[config.mk]
export PLATFORM = sky130hd
export DESIGN_NAME = fsm3_seq_tracker_flat
export DESIGN_NICKNAME = d
export VERILOG_FILES = /design/src/rtl/fsm3_seq_tracker_if.sv /design/src/rtl/fsm3_seq_tracker.sv /design/src/flat_wrapper.sv
export SDC_FILE = /design/constraint.sdc
export NUM_CORES = 1
export LEC_CHECK = 0
export BUFFER_PORTS_ARGS = -buffer_cell sky130_fd_sc_hd__buf_2
export CORE_ASPECT_RATIO = 1.2
export CORE_MARGIN = 1.5
export CORE_UTILIZATION = 50
export DETAILED_ROUTE_END_ITERATION = 10
export GPL_ROUTABILITY_DRIVEN = 0
export PLACE_DENSITY_LB_ADDON = 0.08
export SYNTH_ARGS = -nofsm -noshare
export SYNTH_HDL_FRONTEND = slang
export SYNTH_SLANG_ARGS = --single-unit
[constraint.sdc]
create_clock -name clk -period 3.2 [get_ports clk]
set_input_delay 0.48 -clock clk [delete_from_list [all_inputs] [get_ports clk]]
set_output_delay 0.48 -clock clk [all_outputs]
set_load 0.02 [all_outputs]
[src/rtl/fsm3_seq_tracker_if.sv]
// Event stream interface for fsm3_seq_tracker.
// Carries the logged completion index from the tracker to its consumer
// using a valid/ready handshake.
//   evt_valid : producer has a head entry available
//   evt_ready : consumer accepts the head entry this cycle
//   evt_idx   : bit index of the head entry
// master = tracker side, slave = consumer side.
interface fsm3_seq_tracker_if #(
    parameter int IDX_W = 8
);
    logic             evt_valid;
    logic             evt_ready;
    logic [IDX_W-1:0] evt_idx;

    modport master (
        output evt_valid,
        output evt_idx,
        input  evt_ready
    );

    modport slave (
        input  evt_valid,
        input  evt_idx,
        output evt_ready
    );
endinterface

[src/rtl/fsm3_seq_tracker.sv]
// Sequential back-end of the 4-state "101" detector.
// Holds the state register feeding the external next-state logic, tracks the
// stream bit position, counts completions (saturating) and logs the index of
// each completing bit into a first-word-fall-through event FIFO.
// Ports:
//   clk, reset   : clock and synchronous active-high reset
//   bit_valid    : current input bit is valid; state/index advance only then
//   next_state   : next state from the combinational block (A=0..D=3)
//   state        : registered current state, fed to the combinational block
//   evt          : event stream (evt_valid / evt_ready / evt_idx), master side
//   fifo_level   : number of stored events
//   match_count  : total detections, saturating
//   overflow     : sticky flag, an event was dropped on a full FIFO
module fsm3_seq_tracker #(
    parameter int IDX_W = 8,
    parameter int CNT_W = 8,
    parameter int DEPTH = 4
) (
    input  logic                       clk,
    input  logic                       reset,
    input  logic                       bit_valid,
    input  logic [1:0]                 next_state,
    output logic [1:0]                 state,
    fsm3_seq_tracker_if.master         evt,
    output logic [$clog2(DEPTH):0]     fifo_level,
    output logic [CNT_W-1:0]           match_count,
    output logic                       overflow
);
    localparam int PTR_W = $clog2(DEPTH);
    localparam int LVL_W = PTR_W + 1;

    typedef enum logic [1:0] {
        ST_A = 2'd0,
        ST_B = 2'd1,
        ST_C = 2'd2,
        ST_D = 2'd3
    } st_e;

    st_e              state_q;
    logic [IDX_W-1:0] bit_idx;
    logic [CNT_W-1:0] cnt_q;
    logic             ovf_q;
    logic [PTR_W-1:0] rd_ptr;
    logic [PTR_W-1:0] wr_ptr;
    logic [LVL_W-1:0] level;
    logic [IDX_W-1:0] mem [DEPTH];

    logic detect;
    logic full;
    logic pop;
    logic push;

    function automatic logic [CNT_W-1:0] sat_inc(input logic [CNT_W-1:0] v);
        return (&v) ? v : v + 1'b1;
    endfunction

    // Only the transition into D completes a pattern; sitting in D while
    // bit_valid is low must not count again.
    assign detect = bit_valid && (next_state == 2'd3);
    assign full   = (level == LVL_W'(DEPTH));
    assign pop    = (level != '0) && evt.evt_ready;
    // On a full FIFO a simultaneous pop frees the slot for this push.
    assign push   = detect && (!full || pop);

    always_ff @(posedge clk) begin
        if (reset) begin
            state_q <= ST_A;
            bit_idx <= '0;
            cnt_q   <= '0;
            ovf_q   <= 1'b0;
            rd_ptr  <= '0;
            wr_ptr  <= '0;
            level   <= '0;
        end else begin
            if (bit_valid) begin
                state_q <= st_e'(next_state);
                bit_idx <= bit_idx + 1'b1;
            end
            if (detect) begin
                cnt_q <= sat_inc(cnt_q);
            end
            if (detect && full && !pop) begin
                ovf_q <= 1'b1;
            end
            if (push) begin
                wr_ptr <= wr_ptr + 1'b1;
            end
            if (pop) begin
                rd_ptr <= rd_ptr + 1'b1;
            end
            case ({push, pop})
                2'b10:   level <= level + 1'b1;
                2'b01:   level <= level - 1'b1;
                default: level <= level;
            endcase
        end
    end

    // Storage needs no reset: the level counter gates visibility.
    always_ff @(posedge clk) begin
        if (push) begin
            mem[wr_ptr] <= bit_idx;
        end
    end

    assign state       = state_q;
    assign fifo_level  = level;
    assign match_count = cnt_q;
    assign overflow    = ovf_q;
    assign evt.evt_valid = (level != '0);
    assign evt.evt_idx   = (level != '0) ? mem[rd_ptr] : '0;
endmodule

[src/flat_wrapper.sv]
// flat-port wrapper written by rule: the top's interface ports become plain ports
module fsm3_seq_tracker_flat 
#(
    parameter int IDX_W = 8,
    parameter int CNT_W = 8,
    parameter int DEPTH = 4
)
  (clk, reset, bit_valid, next_state, state, fifo_level, match_count, overflow, evt_evt_valid, evt_evt_idx, evt_evt_ready);
  fsm3_seq_tracker_if #(.IDX_W(IDX_W)) evt_i ();
  input  logic clk;
  input  logic reset;
  input  logic bit_valid;
  input  logic [1:0] next_state;
  output logic [1:0] state;
  output logic [$clog2(DEPTH):0] fifo_level;
  output logic [CNT_W-1:0] match_count;
  output logic overflow;
  output wire logic [$bits(evt_i.evt_valid)-1:0] evt_evt_valid;
  output wire logic [$bits(evt_i.evt_idx)-1:0] evt_evt_idx;
  input wire logic [$bits(evt_i.evt_ready)-1:0] evt_evt_ready;
  assign evt_evt_valid = evt_i.evt_valid;
  assign evt_evt_idx = evt_i.evt_idx;
  assign evt_i.evt_ready = evt_evt_ready;
  fsm3_seq_tracker #(.IDX_W(IDX_W), .CNT_W(CNT_W), .DEPTH(DEPTH)) u_core (.clk(clk), .reset(reset), .bit_valid(bit_valid), .next_state(next_state), .state(state), .evt(evt_i), .fifo_level(fifo_level), .match_count(match_count), .overflow(overflow));
endmodule
### After elaboration in Yosys (flattened, before gate mapping)

Memory sizes are Yosys's and may differ from the RTL's. A register that Yosys moved wholly into a read port is not among the register bits.
Index checks and enable logic that the tools add are counted.
Widths: inputs -> output; s select.

* ROM bits: 0
* flip-flop bits (word level): 26
* bits of input ports: 6
* word-level logic and storage cells: 37
* bits in latches: 0
* output and inout port bits: 23
* memories kept: 1
* bits in writable memories: 32

Memories
* u_core.mem: words 4, width 8, rd ports 1, clocked after memory_dff 1, write ports 1, line fsm3_seq_tracker.sv:46 `logic [IDX_W-1:0] mem [DEPTH];`

* multiplexer cells: 6
* bitwise operators: 1
* $lt $le $gt $ge: 0
* reductions and logical operators: 12
* multiply operators: 0
* shift operators: 0
* div/mod/pow operators: 0
* equal/unequal tests: 4
* add/subtract/negate cells: 6

Operator list (number)
* $add 8x1->8 const B: 2
* $mux 8: 1
* $reduce_and 8->1: 1
* $pmux 3 s2: 1
* $logic_and 1x1->1: 5
* $add 2x1->2 const B: 2
* $eq 2x2->1 const B: 2
* $mux 2: 2
* $add 3x1->3 const B: 1
* $eq 3x3->1 const B: 1
* $reduce_bool 3->1: 1
* $sub 3x1->3 const B: 1
* $eq 2x1->1 const B: 1
* $logic_not 1->1: 2
* $mux 1: 2
* $reduce_and 2->1: 1
* $reduce_bool 2->1: 1
* $logic_or 1x1->1: 1
* $not 1->1: 1

### Longest topological paths before layout

* depth after elaboration: 6
* gate-level depth with buffers: 8
* depth with buffers taken out: 7

### Worst setup path before layout

No wires, ideal clock.

* path kind: register to register
* start point: register u_core.level[0], in the netlist u_core.fifo_level[0]
* end point: register u_core.level[2], in the netlist u_core.fifo_level[2]
* cell stages (with the launch flop): 7
* slack: 1.258 ns
* period minus slack after synthesis: 1.942 ns
* required time: 3.079 ns
* buffers on the path: 0
* data arrival time: 1.821 ns
* library setup time: 0.121 ns
* cells stage by stage: dfxtp_1 -> o31a_1 -> and2_4 -> inv_1 -> fa_1 -> mux2i_1 -> mux2_2

* cells in the longest elaborated chain, start to end: 6
* elaborated cells on any way between the ends: 12
* classes of those cells: 2 x add/sub; 3 x eq/ne; 1 x mux; 6 x reduce/logical

RTL lines
* start, declared: line fsm3_seq_tracker.sv:45 `logic [LVL_W-1:0] level;`
* start signal, assigned: line fsm3_seq_tracker.sv:92 `2'b10: level <= level + 1'b1;`
* start signal, assigned: line fsm3_seq_tracker.sv:93 `2'b01: level <= level - 1'b1;`
* start signal, assigned: line fsm3_seq_tracker.sv:94 `default: level <= level;`
* $eq 3x3->1 / $reduce_bool 3->1 (equally long branches): line fsm3_seq_tracker.sv:60, fsm3_seq_tracker.sv:61
* $logic_not 1->1 / $logic_and 1x1->1 (equally long branches): line fsm3_seq_tracker.sv:63, fsm3_seq_tracker.sv:61
* $logic_or 1x1->1: line fsm3_seq_tracker.sv:63 `assign push = detect && (!full || pop);`
* $logic_and 1x1->1: line fsm3_seq_tracker.sv:63
* $eq 2x1->1 / $eq 2x2->1 (equally long branches): line fsm3_seq_tracker.sv:91 `case ({push, pop})`
* $pmux 3 s2 / $reduce_bool 2->1 (equally long branches)

Several ways; a longest one is shown, not always the timed one.
A chain may end at the register's enable or synchronous reset.

==> impl_metrics.json <==
{
  "core-area_sq_um": 4905,
  "min_path_type": "primary input to flip-flop",
  "stdcell_count": 291,
  "antenna_found_initial": 0,
  "synth_top_area_share": 0.3813,
  "initial_utilization": 0.5138,
  "yosysMostFrequentCell": "edfxtp_1",
  "root_buffer": "clkbuf_8",
  "pin_count": 29,
  "port_buffers": 28,
  "p_int_mw": 1.553,
  "drcViolationCount": 0,
  "layout_setup_ws_ns": 0.8681,
  "cts-htree-levels": 3,
  "seqPwrFrac": 0.430,
  "synthSimpleGateAreaFrac": 0.1450,
  "hold_depth": 3,
  "synthCells": 192,
  "muxShareOfSynthArea": 0.1077,
  "numCtsBuffers": 9,
  "ctsHoldBuffers": 0,
  "ys_warn_count": 0,
  "ys_ff_latch": 60,
  "start_kind": "flip-flop",
  "synth_top_area_cell": "edfxtp_1",
  "ir_drop_uv": 525.9,
  "cts.clk_slew.worst_paths_ns": 0.06,
  "skew_ns": 0.005837,
  "cp-end-kind": "output port",
  "max_slew_margin": 0.6410,
  "place_ws_ns": 1.030,
  "dieArea_sq_um": 5476,
  "outcome": "finished, final reports clean",
  "firstDrtPassIters": 4,
  "max_stage_delay_ns": 0.66,
  "crit_slowest_cell": "dfxtp_1",
  "path_class": "flip-flop to output port",
  "reg2reg_depth": 6,
  "cts_tree": "done",
  "path_cells": "mux4_2 -> nor2b_1 -> buf_2",
  "clkLatencyLatePin_ns": 0.33,
  "diodes": 0,
  "synthDistinctLibCells": 35,
  "routed_wl_mm": 4.402,
  "final_nets": 239,
  "combPwrFrac": 0.181,
  "synth_xor_area_frac": 0.03476,
  "synthTopCellsByCount": "32 x edfxtp_1, 28 x dfxtp_1, 22 x nor2_1, 9 x nor2b_1",
  "ys_top_cells_by_area": "edfxtp_1 38%, dfxtp_1 22%, mux4_2 7.1%",
  "synth_edf_count": 32,
  "power_frac_clock": 0.388,
  "synth_area_per_cell_sq_um": 13.12,
  "cts_resized": 0,
  "post-route-util": 0.6003,
  "slew_violations": 0,
  "cts_sinks": 60,
  "hp-start": "next_state[0]",
  "fmax_ghz": 0.4288,
  "postCtsSetupBuffers": 0,
  "row_count": 28,
  "die_w_um": 67.81,
  "setup_tns_ns": 0,
  "vias": 1580,
  "r2r_start": "u_core.fifo_level[2]",
  "p_leak_nw": 1.135,
  "critical_path_required_ns": 2.72,
  "grt_max_degree": 30,
  "syn-cell-area_sq_um": 2520,
  "cap_violations": 0,
  "powerDensity_nw_per_um2": 710.5,
  "cp.arrival_ns": 1.85,
  "hpwlAfterDp_mm": 3.145,
  "worst_slew_pin_slew_ns": 0.5378,
  "vias_per_cell": 5.430,
  "synth-adder-area-share": 0.03774,
  "hold_viol": 0,
  "min_to": "u_core.state[0]",
  "dp_cells": 275,
  "fp.dieH_um": 80.77,
  "dpl_cell_area_sq_um": 2704,
  "finalSetupViolCount": 0,
  "grt_util_all_layers": 0.1898,
  "wl_per_cell_um": 15.13,
  "ys_seq_area_frac": 0.6038,
  "ys.flop_type": "edfxtp_1",
  "r2r_end": "u_core.fifo_level[2]",
  "r2r_slack_ns": 1.28,
  "synth_compound_area_frac": 0.04369,
  "clock_path_buffers": 2,
  "drt.antenna.violating_nets": 0,
  "grt_first_pass_wirelength_mm": 7.403,
  "synthArstFlopShare": 0,
  "p_switching_mw": 0.5388,
  "area_delta_synth_final_pct": 16.83,
  "drt_iter0_drc": 103,
  "sw_frac_of_total": 0.2576,
  "post-route-period-util": 0.7287,
  "grt_overflow": 0,
  "finalWorstPathRequiredPeriod_ns": 2.332,
  "rsz0062_at_grt": "false",
  "first_global_vias": 1591,
  "drive_above_1_share": 0.2468,
  "cp_max_fo": 8,
  "finalInstanceArea_sq_um": 2944,
  "syn_nets": 205,
  "synth_top_family_by_area": "simple AND/OR/NAND/NOR gates"
}
## critical path, delay by kind of cell, from the launching register on
family        cells  cell delay [ns]
flops             1             0.66
simple gates      1             0.14
buf+inv           1             0.15
mux               1             0.57
## power groups by stage
stage	clock [mW]	sequential [mW]	combinational, mW
floorplan	0	0.903	0.287
global placement	0	0.915	0.379
detailed placement	0	0.919	0.387
CTS	0.828	0.903	0.389
global route	0.863	0.911	0.431
finish	0.812	0.900	0.380
## sequential cells by signal (all words and copies together), names as in the netlist, named ones only
name	cells
u_core.overflow	1
u_core.mem	32
u_core.fifo_level	3
u_core.bit_idx	8
u_core.wr_ptr	2
u_core.match_count	8
u_core.rd_ptr	2
u_core.state	2
## cell type report
type	instances	area, sq um
clock buffers	11	141.4
clock inverters	5	98.84
well taps	60	75.07
multi-input cells	118	929.6
fillers	418	1961
repair buffers	29	147.6
flip-flops and latches	60	1521
inverters	8	30.03
## through the flow
stage	power (mW)	hold slack, ns
after global routing	2.205	0.4558
final	2.092	0.4329
after detailed placement	1.306	0.4751
after global placement	1.294	0.4552
after CTS	2.119	0.4269
after floorplan	1.190	0.4690
## placed cells by master (no fill, tap or decap), types with 2 or more instances in the layout
| cell | instances |
|---|---|
| mux4_2 | 8 |
| xnor2_1 | 3 |
| and3_1 | 2 |
| nand3_1 | 2 |
| edfxtp_1 | 32 |
| xor2_1 | 7 |
| buf_2 | 28 |
| o21ai_0 | 7 |
| bufinv_16 | 3 |
| or3_1 | 4 |
| nand4_1 | 6 |
| nor2b_1 | 9 |
| inv_1 | 8 |
| dfxtp_1 | 28 |
| nor3_1 | 2 |
| ha_1 | 6 |
| nand2_1 | 6 |
| clkbuf_8 | 10 |
| a21oi_1 | 7 |
| or4_1 | 2 |
| nor2_1 | 22 |
| and2_1 | 4 |
| o31ai_1 | 2 |
| mux2i_1 | 8 |
## how the worst max path moves through the flow
| stage | slack (ns) | depth (start not counted) | to |
|---|---|---|---|
| 2_1_floorplan | 1.26 | 6 | u_core.fifo_level[2] |
| 3_3_place_gp | 1.07 | 7 | u_core.fifo_level[2] |
| 3_5_place_dp | 1.03 | 7 | u_core.fifo_level[2] |
| 4_1_cts | 0.80 | 3 | evt_evt_idx[1] |
| 5_1_grt | 0.70 | 3 | evt_evt_idx[4] |
| 6_report | 0.87 | 3 | evt_evt_idx[1] |
## metal layers
layer,up-vias,global-route usage,wire (um)
met3,13,0.04848,156
met1,768,0.2176,1781
met2,33,0.3167,2353
li1,766,-,-
met5,-,0,0
met4,0,0.1120,110
## cell families after synthesis
group / Yosys count
flops: 60
compound gates: 19
buf+inv: 14
fa+ha+maj: 7
simple gates: 65
xor+xnor: 10
mux: 17
Note: power is estimated with default switching activity, not from simulation.
